`config.mk`:
```
export PLATFORM = sky130hd
export DESIGN_NAME = sti_deserializer
export DESIGN_NICKNAME = d
export VERILOG_FILES = /design/src/rtl/sti_pkg.sv /design/src/rtl/sti_word_fifo.sv /design/src/rtl/sti_deserializer.sv
export SDC_FILE = /design/constraint.sdc
export NUM_CORES = 1
export LEC_CHECK = 0
export BUFFER_PORTS_ARGS = -buffer_cell sky130_fd_sc_hd__buf_2
export CORE_ASPECT_RATIO = 0.9
export CORE_MARGIN = 2
export CORE_UTILIZATION = 60
export DETAILED_ROUTE_END_ITERATION = 10
export PLACE_DENSITY_LB_ADDON = 0.3
export SYNTH_ARGS = -nofsm -noshare
export SYNTH_HDL_FRONTEND = slang
export SYNTH_SLANG_ARGS = --single-unit
```
`constraint.sdc`:
```
create_clock -name clk -period 14.25 [get_ports clk]
set_input_delay 0 -clock clk [delete_from_list [all_inputs] [get_ports clk]]
set_output_delay 0 -clock clk [all_outputs]
set_load 0.005 [all_outputs]
```
`src/rtl/sti_pkg.sv`:
```
// Shared types for the serial-to-parallel receiver: length codes, FSM states,
// the FIFO entry layout and the bit-count classifier.
package sti_pkg;

    localparam logic [1:0] LEN_8  = 2'd0;
    localparam logic [1:0] LEN_16 = 2'd1;
    localparam logic [1:0] LEN_24 = 2'd2;
    localparam logic [1:0] LEN_32 = 2'd3;

    localparam int WORD_W = 35;

    typedef enum logic {
        ST_IDLE,
        ST_RX
    } state_t;

    typedef struct packed {
        logic        err;
        logic [1:0]  len;
        logic [31:0] data;
    } word_t;

    typedef struct packed {
        logic       err;
        logic [1:0] len;
    } len_err_t;

    // Only whole byte multiples up to 32 are legal; anything else is tagged as
    // an error and reported with the full-width length code.
    function automatic len_err_t cnt_to_len(input logic [7:0] cnt);
        len_err_t r;
        case (cnt)
            8'd8:    r = '{err: 1'b0, len: LEN_8};
            8'd16:   r = '{err: 1'b0, len: LEN_16};
            8'd24:   r = '{err: 1'b0, len: LEN_24};
            8'd32:   r = '{err: 1'b0, len: LEN_32};
            default: r = '{err: 1'b1, len: LEN_32};
        endcase
        return r;
    endfunction

endpackage

```
`src/rtl/sti_word_fifo.sv`:
```
// Show-ahead FIFO for assembled words; the head entry is always presented on
// head, and pushes while full are accepted only if a pop frees a slot.
module sti_word_fifo
    import sti_pkg::*;
#(
    parameter int DEPTH = 4
) (
    input  logic        clk,
    input  logic        reset,
    input  logic        push,
    input  word_t       push_data,
    input  logic        pop,
    output logic        full,
    output logic        empty,
    output word_t       head
);

    localparam int AW = $clog2(DEPTH);

    word_t          mem_q [DEPTH];
    word_t          mem_d [DEPTH];
    logic [AW-1:0]  wr_ptr_q, wr_ptr_d;
    logic [AW-1:0]  rd_ptr_q, rd_ptr_d;
    logic [AW:0]    count_q,  count_d;
    logic           push_ok;
    logic           pop_ok;

    assign full    = (count_q == (AW+1)'(DEPTH));
    assign empty   = (count_q == '0);
    assign head    = mem_q[rd_ptr_q];
    assign pop_ok  = pop & ~empty;
    assign push_ok = push & (~full | pop_ok);

    always_comb begin
        mem_d    = mem_q;
        wr_ptr_d = wr_ptr_q;
        rd_ptr_d = rd_ptr_q;
        count_d  = count_q;
        if (push_ok) begin
            mem_d[wr_ptr_q] = push_data;
            wr_ptr_d        = wr_ptr_q + AW'(1);
        end
        if (pop_ok) begin
            rd_ptr_d = rd_ptr_q + AW'(1);
        end
        case ({push_ok, pop_ok})
            2'b10:   count_d = count_q + (AW+1)'(1);
            2'b01:   count_d = count_q - (AW+1)'(1);
            default: count_d = count_q;
        endcase
    end

    always_ff @(posedge clk or posedge reset) begin
        if (reset) begin
            for (int i = 0; i < DEPTH; i++) mem_q[i] <= '0;
            wr_ptr_q <= '0;
            rd_ptr_q <= '0;
            count_q  <= '0;
        end else begin
            mem_q    <= mem_d;
            wr_ptr_q <= wr_ptr_d;
            rd_ptr_q <= rd_ptr_d;
            count_q  <= count_d;
        end
    end

endmodule

```
`src/rtl/sti_deserializer.sv`:
```
// Reassembles each contiguous si_valid burst into a right-justified word with a
// length code and queues it for a valid/ready consumer.
module sti_deserializer
    import sti_pkg::*;
#(
    parameter int DEPTH = 4,
    parameter int CNTW  = 6
) (
    input  logic        clk,
    input  logic        reset,
    input  logic        si_data,
    input  logic        si_valid,
    input  logic        cfg_msb,
    output logic [31:0] po_data,
    output logic [1:0]  po_len,
    output logic        po_err,
    output logic        po_valid,
    input  logic        po_ready,
    output logic        ovf,
    output logic [7:0]  frame_cnt
);

    localparam logic [CNTW-1:0] CNT_SAT = CNTW'(33);

    state_t            state_q, state_d;
    logic              ord_q, ord_d;
    logic [31:0]       sh_q, sh_d;
    logic [CNTW-1:0]   cnt_q, cnt_d;
    logic              ovf_q, ovf_d;
    logic [7:0]        frame_cnt_q, frame_cnt_d;
    logic              push;
    logic              pop;
    logic              fifo_full;
    logic              fifo_empty;
    word_t             word;
    word_t             head;
    len_err_t          le;

    always_comb begin
        state_d = state_q;
        ord_d   = ord_q;
        sh_d    = sh_q;
        cnt_d   = cnt_q;
        push    = 1'b0;
        case (state_q)
            ST_IDLE: begin
                if (si_valid) begin
                    // Start from a clean register so error frames report only this frame's bits.
                    ord_d   = cfg_msb;
                    sh_d    = cfg_msb ? {31'b0, si_data} : {si_data, 31'b0};
                    cnt_d   = CNTW'(1);
                    state_d = ST_RX;
                end
            end
            default: begin
                if (si_valid) begin
                    sh_d = ord_q ? {sh_q[30:0], si_data} : {si_data, sh_q[31:1]};
                    if (cnt_q < CNT_SAT) cnt_d = cnt_q + CNTW'(1);
                end else begin
                    push    = 1'b1;
                    cnt_d   = '0;
                    state_d = ST_IDLE;
                end
            end
        endcase
    end

    always_comb begin
        le        = cnt_to_len(8'(cnt_q));
        word.err  = le.err;
        word.len  = le.len;
        word.data = sh_q;
        if (!le.err) begin
            // LSB-first frames accumulate from the top, so legal words sit in the high bits.
            case (le.len)
                LEN_8:   word.data = ord_q ? {24'b0, sh_q[7:0]}  : {24'b0, sh_q[31:24]};
                LEN_16:  word.data = ord_q ? {16'b0, sh_q[15:0]} : {16'b0, sh_q[31:16]};
                LEN_24:  word.data = ord_q ? {8'b0,  sh_q[23:0]} : {8'b0,  sh_q[31:8]};
                default: word.data = sh_q;
            endcase
        end
    end

    assign pop = ~fifo_empty & po_ready;

    always_comb begin
        ovf_d       = ovf_q | (push & fifo_full & ~pop);
        frame_cnt_d = frame_cnt_q;
        if (push && (!fifo_full || pop)) frame_cnt_d = frame_cnt_q + 8'd1;
    end

    always_ff @(posedge clk or posedge reset) begin
        if (reset) begin
            state_q     <= ST_IDLE;
            ord_q       <= 1'b0;
            sh_q        <= '0;
            cnt_q       <= '0;
            ovf_q       <= 1'b0;
            frame_cnt_q <= '0;
        end else begin
            state_q     <= state_d;
            ord_q       <= ord_d;
            sh_q        <= sh_d;
            cnt_q       <= cnt_d;
            ovf_q       <= ovf_d;
            frame_cnt_q <= frame_cnt_d;
        end
    end

    sti_word_fifo #(
        .DEPTH (DEPTH)
    ) u_fifo (
        .clk       (clk),
        .reset     (reset),
        .push      (push),
        .push_data (word),
        .pop       (pop),
        .full      (fifo_full),
        .empty     (fifo_empty),
        .head      (head)
    );

    assign po_data   = head.data;
    assign po_len    = head.len;
    assign po_err    = head.err;
    assign po_valid  = ~fifo_empty;
    assign ovf       = ovf_q;
    assign frame_cnt = frame_cnt_q;

endmodule
```
==> results.md, run 1 <==
* Initial Utilization at 0.613
* Startpoint of the most critical hold path: si_valid
* Crit-path cells: nor2b_1 -> and2_1 -> nand2_1 -> buf_4 -> mux2_2
* Clock tree from TritonCTS: built
* Worst endpoint data arrival time at 3580 ps
* # port buffers at 50
* Total clock buffers created by CTS at 17
* Skew-Pair Late Insertion Delay at about 430 ps
* Count of boundary I/O pins at 51
* Path class of the lowest-slack min-delay path: in -> reg
* Share of cells above drive strength 1 at 0.294
* Core ar. at between 0.015 and 0.02 sq mm
* Cell count of the worst reg-to-reg path at 5
* Area added between synthesis and finish at 9.93%
* Num Clock Sinks at just under 200
* Type of origin of the critical path: flip-flop
* Data required, critical path at approximately 15000 ps
* Worst Skew at 9.00 ps
* Number of buffers added for setup after CTS at 0
* Clock root buffer: clkbuf_16
* Global-route wire length before repair at roughly 33 mm
* Max Freq at 306 MHz
* Endpoint with the worst hold slack: state_q
* Synth warn at 0
* Result of the run: finished clean
* Final Setup Violations at 0
* Average wire per cell in the routed design at 20.2 microns
* Antenna Violating Nets Remaining at 0
* Main flop type after synthesis: dfrtp_1
* Internal reg-to-reg setup slack at roughly 11000 ps
* Number of antenna repair diodes at 0
* Final count of pins violating max slew at 0
* Vias in the first global route at ~6300
* Count of placed standard cells including taps at between 900 and 1000
* Number of vias per cell after detailed routing at approximately 6.2
* Number of cells traversed by the worst hold path at 1
* Cell area power density at 154 mW/mm^2
* Most common cell in the synthesized netlist: dfrtp_1
* FFs w/ async S/R, synth at 1.00
* Transition time at the pin with the least slew margin at ~1200 ps
* Netlist Area Pre-Place at 0.00943 sq mm
* Iter 0 DRT Violations at about 550
* Width of the die at roughly 140 microns
* Number of antenna violations at the first check in global routing at 0
* Overall global routing resource usage at 0.258
* Largest net degree at the start of global routing at 118
* Number of synthesized register bits at 196
* Final Hold Violating Endpoints at 0
* Number of max-cap violations at 0
* Worst reg2reg endpoint: u_fifo.mem_q[110]
* CP max stage cell: and2_1
* Crit share post-route at 0.229
* Number of enable flip-flop cells after synthesis at 0
* Highest fanout seen on the critical path at 20
* Largest stage delay, worst path at about 670 ps
* CP Capture Type: flip-flop
* Gr ovfl total at 0
* Cell Rows at 43
* Peak supply drop at just under 0.2 mV
* Final-layout fill cell count at 1129
* Synthesized area divided by synthesized cell count at ~12 sq um
* Share of the synthesized area in the top cell type at 0.520
* Final instance count without filler cells at ~1000
* Final GP Congestion at slightly below 1
* Leakage power at around 4.7 nW
* Clock transition time at the flip-flop clock pins of the worst setup and hold paths at about 70 ps
* Hpwl dp at 13.1 mm
* Synth unique cells at between 50 and 60
* Buffer depth of the longest clock path at 2
* Most frequent cells after synthesis: dfrtp_1, mux2_2, nand2_1, o21ai_0, inv_1
* CP Class: reg -> reg
* Area enclosed by the die boundary at between 0.015 and 0.02 sq mm
* Largest area contributor in the synthesized netlist: dfrtp_1
* Worst rel slew slack at 0.222
* Post-route DRC violation count at 0
* Post-Synthesis Cells at roughly 760
* Iteration count of the initial detailed-routing pass at 5
* Nets in the synthesized netlist at around 780
* Via count at around 6200
* Worst r2r src: state_q
* Total wire length at 20.3 mm
* Overall die height at ~120 microns
* Sequential fraction of the synthesis area at 0.520
* Cell types with the largest area share after synthesis: dfrtp_1, mux2_2, mux4_2
* CTS H-tree depth at 4
* Net count, final at 804
* Sum of negative setup slack at 0 ps
* Post-layout min period at between 3000 and 4000 ps
* Setup repair after global routing missed its margin: no
state kept, by name, indices dropped and copies added (netlist names):
signal,cells
ord_q,1
sh_q,32
state_q,1
u_fifo.mem_q,140
frame_cnt,8
cnt_q,6
u_fifo.rd_ptr_q,2
u_fifo.wr_ptr_q,2
u_fifo.count_q,3
ovf,1
critical path: cells and delay by family, from the launching register on:
kind                   cells  cell delay, ps
DFF                        1             480
muxes                      1             310
buffers and inverters      1             420
and+or+nand+nor            3            1910
power breakdown:
part | internal (mW) | leakage [nW] | switching [mW]
clock | 0.252 | 0.273 | 0.215
combinational | 0.202 | 1.86 | 0.209
sequential | 0.653 | 2.60 | 0.0637
cell families (layout without fill, tap and decap cells):
kind of cell               Yosys count  after routing  share of synthesized area
AOI/OAI and AO/OA                  144            144                     0.0987
xor gates and xnor gates            18             18                     0.0167
adders and majority gates            9              9                     0.0127
buffers and inverters              104            143                     0.0479
DFF                                196            196                      0.520
muxes                              172            172                      0.241
and+or+nand+nor                    120            120                     0.0624
metal layers:
metal	vias to the layer above	GRT usage	wire (microns)
met1	3182	0.345	8640
met2	189	0.439	10300
met3	39	0.0480	943
met4	0	0.0703	373
met5	-	0	0
li1	2799	-	-
placed cells by master (no fill, tap or decap), drive strengths merged, types with 8 or more instances in the layout:
cell type,count
buf,58
xor2,10
nor2,12
inv,51
a21oi,13
xnor2,8
o22ai,30
nand2,56
clkbuf,19
mux4,35
mux2i,45
nand3,22
o21ai,62
mux2,92
dfrtp,196
ha,8
cell type report:
class / instances / area (sq um) / area share
Tap cell: 202 / 253 / 0.0244
Timing Repair Buffer: 62 / 350 / 0.0338
Clock inverter: 13 / 125 / 0.0121
Inverter: 49 / 189 / 0.0182
Sequential cell: 196 / 4910 / 0.473
Clock buffer: 19 / 453 / 0.0437
Multi-Input combinational cell: 463 / 4090 / 0.394
worst max path at each step:
stage / startpoint / end / slack [ps] / depth (start not counted)
after global placement: state_q / u_fifo.mem_q[114] / 11140 / 5
after CTS: state_q / u_fifo.mem_q[110] / 10990 / 5
after floorplan: reset / cnt_q[0] / 8910 / 1
after detailed placement: state_q / u_fifo.mem_q[124] / 11050 / 5
after global routing: state_q / u_fifo.mem_q[110] / 10730 / 5
final: state_q / u_fifo.mem_q[110] / 10980 / 5
what timing repair did:
action | in CTS | in global routing
hold buffers | 4 | 0
resized for setup | 0 | 0
endpoints found under the hold margin | 119 | 0
metrics by stage:
stage | area, sq um | hold slack (ps) | setup WS [ps] | utilization | total power, mW
finish | 10400 | 51.2 | 10980 | 0.674 | 1.60
global route | 10400 | 65.9 | 10730 | 0.674 | 1.68
CTS | 10400 | 33.2 | 10990 | 0.674 | 1.61
detailed placement | 9750 | 314 | 11050 | 0.633 | 1.14
global placement | 9750 | 282 | 11140 | 0.633 | 1.12
floorplan | 9430 | 31.4 | 8910 | - | 1.02
No activity file was read; power rests on OpenSTA's default activity.
==> run 2, diff against run 1 <==
--- a/config.mk
+++ b/config.mk
@@ -8,7 +8,7 @@
 export BUFFER_PORTS_ARGS = -buffer_cell sky130_fd_sc_hd__buf_2
 export CORE_ASPECT_RATIO = 0.9
 export CORE_MARGIN = 2
-export CORE_UTILIZATION = 60
+export CORE_UTILIZATION = 55
 export DETAILED_ROUTE_END_ITERATION = 10
 export PLACE_DENSITY_LB_ADDON = 0.3
 export SYNTH_ARGS = -nofsm -noshare
==> constraint.sdc (replaced) <==
create_clock -name clk -period 2.75 [get_ports clk]
set_input_delay 0 -clock clk [delete_from_list [all_inputs] [get_ports clk]]
set_output_delay 0 -clock clk [all_outputs]
set_load 0.005 [all_outputs]
==> run 2 against run 1 <==
Net effect:
- sequential share of layout area down 1.0 points
- clock power rose to 5.5 times the previous value
- die area up 8.8%
- wire length up 3.3%
- via count up 1.9%
- combinational power rose to 5.1 times the previous value
- final cell count up 2.5%
- register-to-register slack worse by 11000 ps
- largest power group unchanged
==> results.md, run 2 (synthesized netlist as in run 1, its figures left out) <==
* Internal reg-to-reg setup slack at 290 ps (was 10980 ps)
* Sequential power share at 0.448 (was 0.450)
* Number of antenna violations at the first check in global routing at 0 (unchanged)
* Type of origin of the critical path: flip-flop (unchanged)
* Total wire length at 20.9 mm (was 20.3 mm)
* Post-route DRC violation count at 0 (unchanged)
* Post-layout min period at 2460 ps (was 3270 ps)
* Num Clock Sinks at 196 (unchanged)
* Resized Gates After CTS at 0 (unchanged)
* Worst rel slew slack at 0.525 (was 0.222)
* Data required, critical path at 3070 ps (was 14560 ps)
* Buffer depth of the longest clock path at 2 (unchanged)
* Number of buffers inserted for hold repair after clock tree synthesis at 4 (unchanged)
* Area enclosed by the die boundary at 0.0182 sq mm (was 0.0167 sq mm)
* Proportion of power drawn by the clock network at 0.302 (was 0.293)
* Largest register by flop count: u_fifo.mem_q (unchanged)
* Via count at 6327 (was 6209)
* Setup repair after global routing missed its margin: no (unchanged)
* Crit share post-route at 0.896 (was 0.229)
* Clock tree from TritonCTS: built (unchanged)
* Iter 0 DRT Violations at 570 (was 548)
* Total clock buffers created by CTS at 17 (unchanged)
* Number of buffers added for setup after CTS at 0 (unchanged)
* Gr ovfl total at 0 (unchanged)
* Overall die height at 128 microns (was 123 microns)
* Cell count of the worst reg-to-reg path at 6 (was 5)
* Overall global routing resource usage at 0.247 (was 0.258)
* Vias in the first global route at 6520 (was 6269)
* Fraction of power consumed by combinational cells at 0.249 (was 0.257)
* CP Capture Type: flip-flop (unchanged)
* Design internal power at 5.96 mW (was 1.11 mW)
* Share of cells above drive strength 1 at 0.307 (was 0.294)
* Core ar. at 0.0168 sq mm (was 0.0154 sq mm)
* Initial Utilization at 0.560 (was 0.613)
* Antenna Violating Nets Remaining at 0 (unchanged)
* Net count, final at 820 (was 804)
* Average wire per cell in the routed design at 20.3 microns (was 20.2 microns)
* CP Class: reg -> reg (unchanged)
* Final count of pins violating max slew at 0 (unchanged)
* Cell Rows at 45 (was 43)
* Cell area power density at 800 mW/mm^2 (was 154 mW/mm^2)
* Count of boundary I/O pins at 51 (unchanged)
* Number of antenna repair diodes at 0 (unchanged)
* Number of max-cap violations at 0 (unchanged)
* Leakage power at 4.85 nW (was 4.74 nW)
* Iteration count of the initial detailed-routing pass at 5 (unchanged)
* Worst reg2reg endpoint: u_fifo.mem_q[110] (unchanged)
* Worst r2r src: u_fifo.count_q[0] (was state_q)
* Largest net degree at the start of global routing at 63 (was 118)
* Sum of negative setup slack at 0 ps (unchanged)
* Max FFs per register at 140 (unchanged)
* Peak supply drop at 0.458 mV (was 0.196 mV)
* Clock transition time at the flip-flop clock pins of the worst setup and hold paths at 70 ps (about the same)
* CTS H-tree depth at 4 (unchanged)
* Number of vias per cell after detailed routing at 6.15 (was 6.18)
* Number of cells traversed by the worst hold path at 2 (was 1)
* Transition time at the pin with the least slew margin at 709 ps (was 1160 ps)
* Highest fanout seen on the critical path at 30 (was 20)
* # port buffers at 50 (unchanged)
* Commonest cells after routing, fill and taps aside: dfrtp_1, mux2_2, nand2_1 (unchanged)
* Worst endpoint data arrival time at 2780 ps (was 3580 ps)
* Global-route wire length before repair at 34.7 mm (was 33.0 mm)
* Switching part of the total at 0.296 (was 0.306)
* Endpoint with the worst hold slack: state_q (unchanged)
* Skew-Pair Late Insertion Delay at 430 ps (about the same)
* Final Hold Violating Endpoints at 0 (unchanged)
* Startpoint of the most critical hold path: si_valid (unchanged)
* Final Setup Violations at 0 (unchanged)
* Hpwl dp at 13.8 mm (was 13.1 mm)
* Worst hold margin at 39.6 ps (was 51.2 ps)
* Worst Skew at 8.31 ps (was 9.00 ps)
* Max Freq at 406 MHz (was 306 MHz)
* Path class of the lowest-slack min-delay path: in -> reg (unchanged)
* Most common library cell in the layout ignoring fill and taps: dfrtp_1 (unchanged)
* Area added between synthesis and finish at 12.3% (was 9.93%)
* Result of the run: finished clean (unchanged)
* Net switching power at 2.51 mW (was 488 uW)
* Final design utilization at 0.629 (was 0.674)
* Clock root buffer: clkbuf_16 (unchanged)
* Width of the die at 142 microns (was 136 microns)
* Total Power at 8.47 mW (was 1.60 mW)
* Final GP Congestion at 0.909 (was 0.968)
-- run 2: power groups by stage --
stage / logic (mW) / clock network, mW / registers, mW
after global placement: 2.06 / 0 / 3.80
after CTS: 2.15 / 2.60 / 3.80
final: 2.11 / 2.56 / 3.80
after detailed placement: 2.13 / 0 / 3.85
after floorplan: 1.61 / 0 / 3.65
after global routing: 2.32 / 2.72 / 3.87
-- run 2: layout make-up --
class | instances | area [sq um]
Fill cell | 1295 | 6250
Sequential cell | 196 | 4910
Multi-Input combinational cell | 463 | 4090
Timing Repair Buffer | 78 | 533
Clock buffer | 20 | 457
Tap cell | 211 | 264
Inverter | 49 | 188
Clock inverter | 12 | 154
-- run 2: how the worst max path moves through the flow --
stage,startpoint,end,slack (ps),cells past startpoint
after global placement,u_fifo.count_q[0],u_fifo.mem_q[115],390,6
after CTS,u_fifo.count_q[0],u_fifo.mem_q[110],280,6
after floorplan,u_fifo.count_q[0],u_fifo.count_q[2],150,12
after detailed placement,u_fifo.count_q[0],u_fifo.mem_q[107],310,6
after global routing,cnt_q[0],u_fifo.mem_q[50],130,6
final,u_fifo.count_q[0],u_fifo.mem_q[110],290,6
-- run 2: per-stage QoR --
stage	setup slack (ps)	area, sq um	std cells
4_1_cts	281	10600	1029
3_5_place_dp	310	9940	993
2_1_floorplan	154	9430	763
5_1_grt	129	10600	1029
3_3_place_gp	394	9940	993
6_report	287	10600	1029
-- run 2: worst max-delay path: stages (launching register included) --
cell and delay [ps]:
dfrtp_1 420, or4b_1 550, and2_1 260, buf_4 200, nand2_1 60, buf_4 450
mux2_2 400
-- run 2: layer usage --
metal	up-vias	global-route usage	routed length [microns]
met3	36	0.0564	1010
met4	0	0.0753	439
met5	-	0	0
met2	171	0.402	10400
met1	3289	0.336	9110
li1	2831	-	-
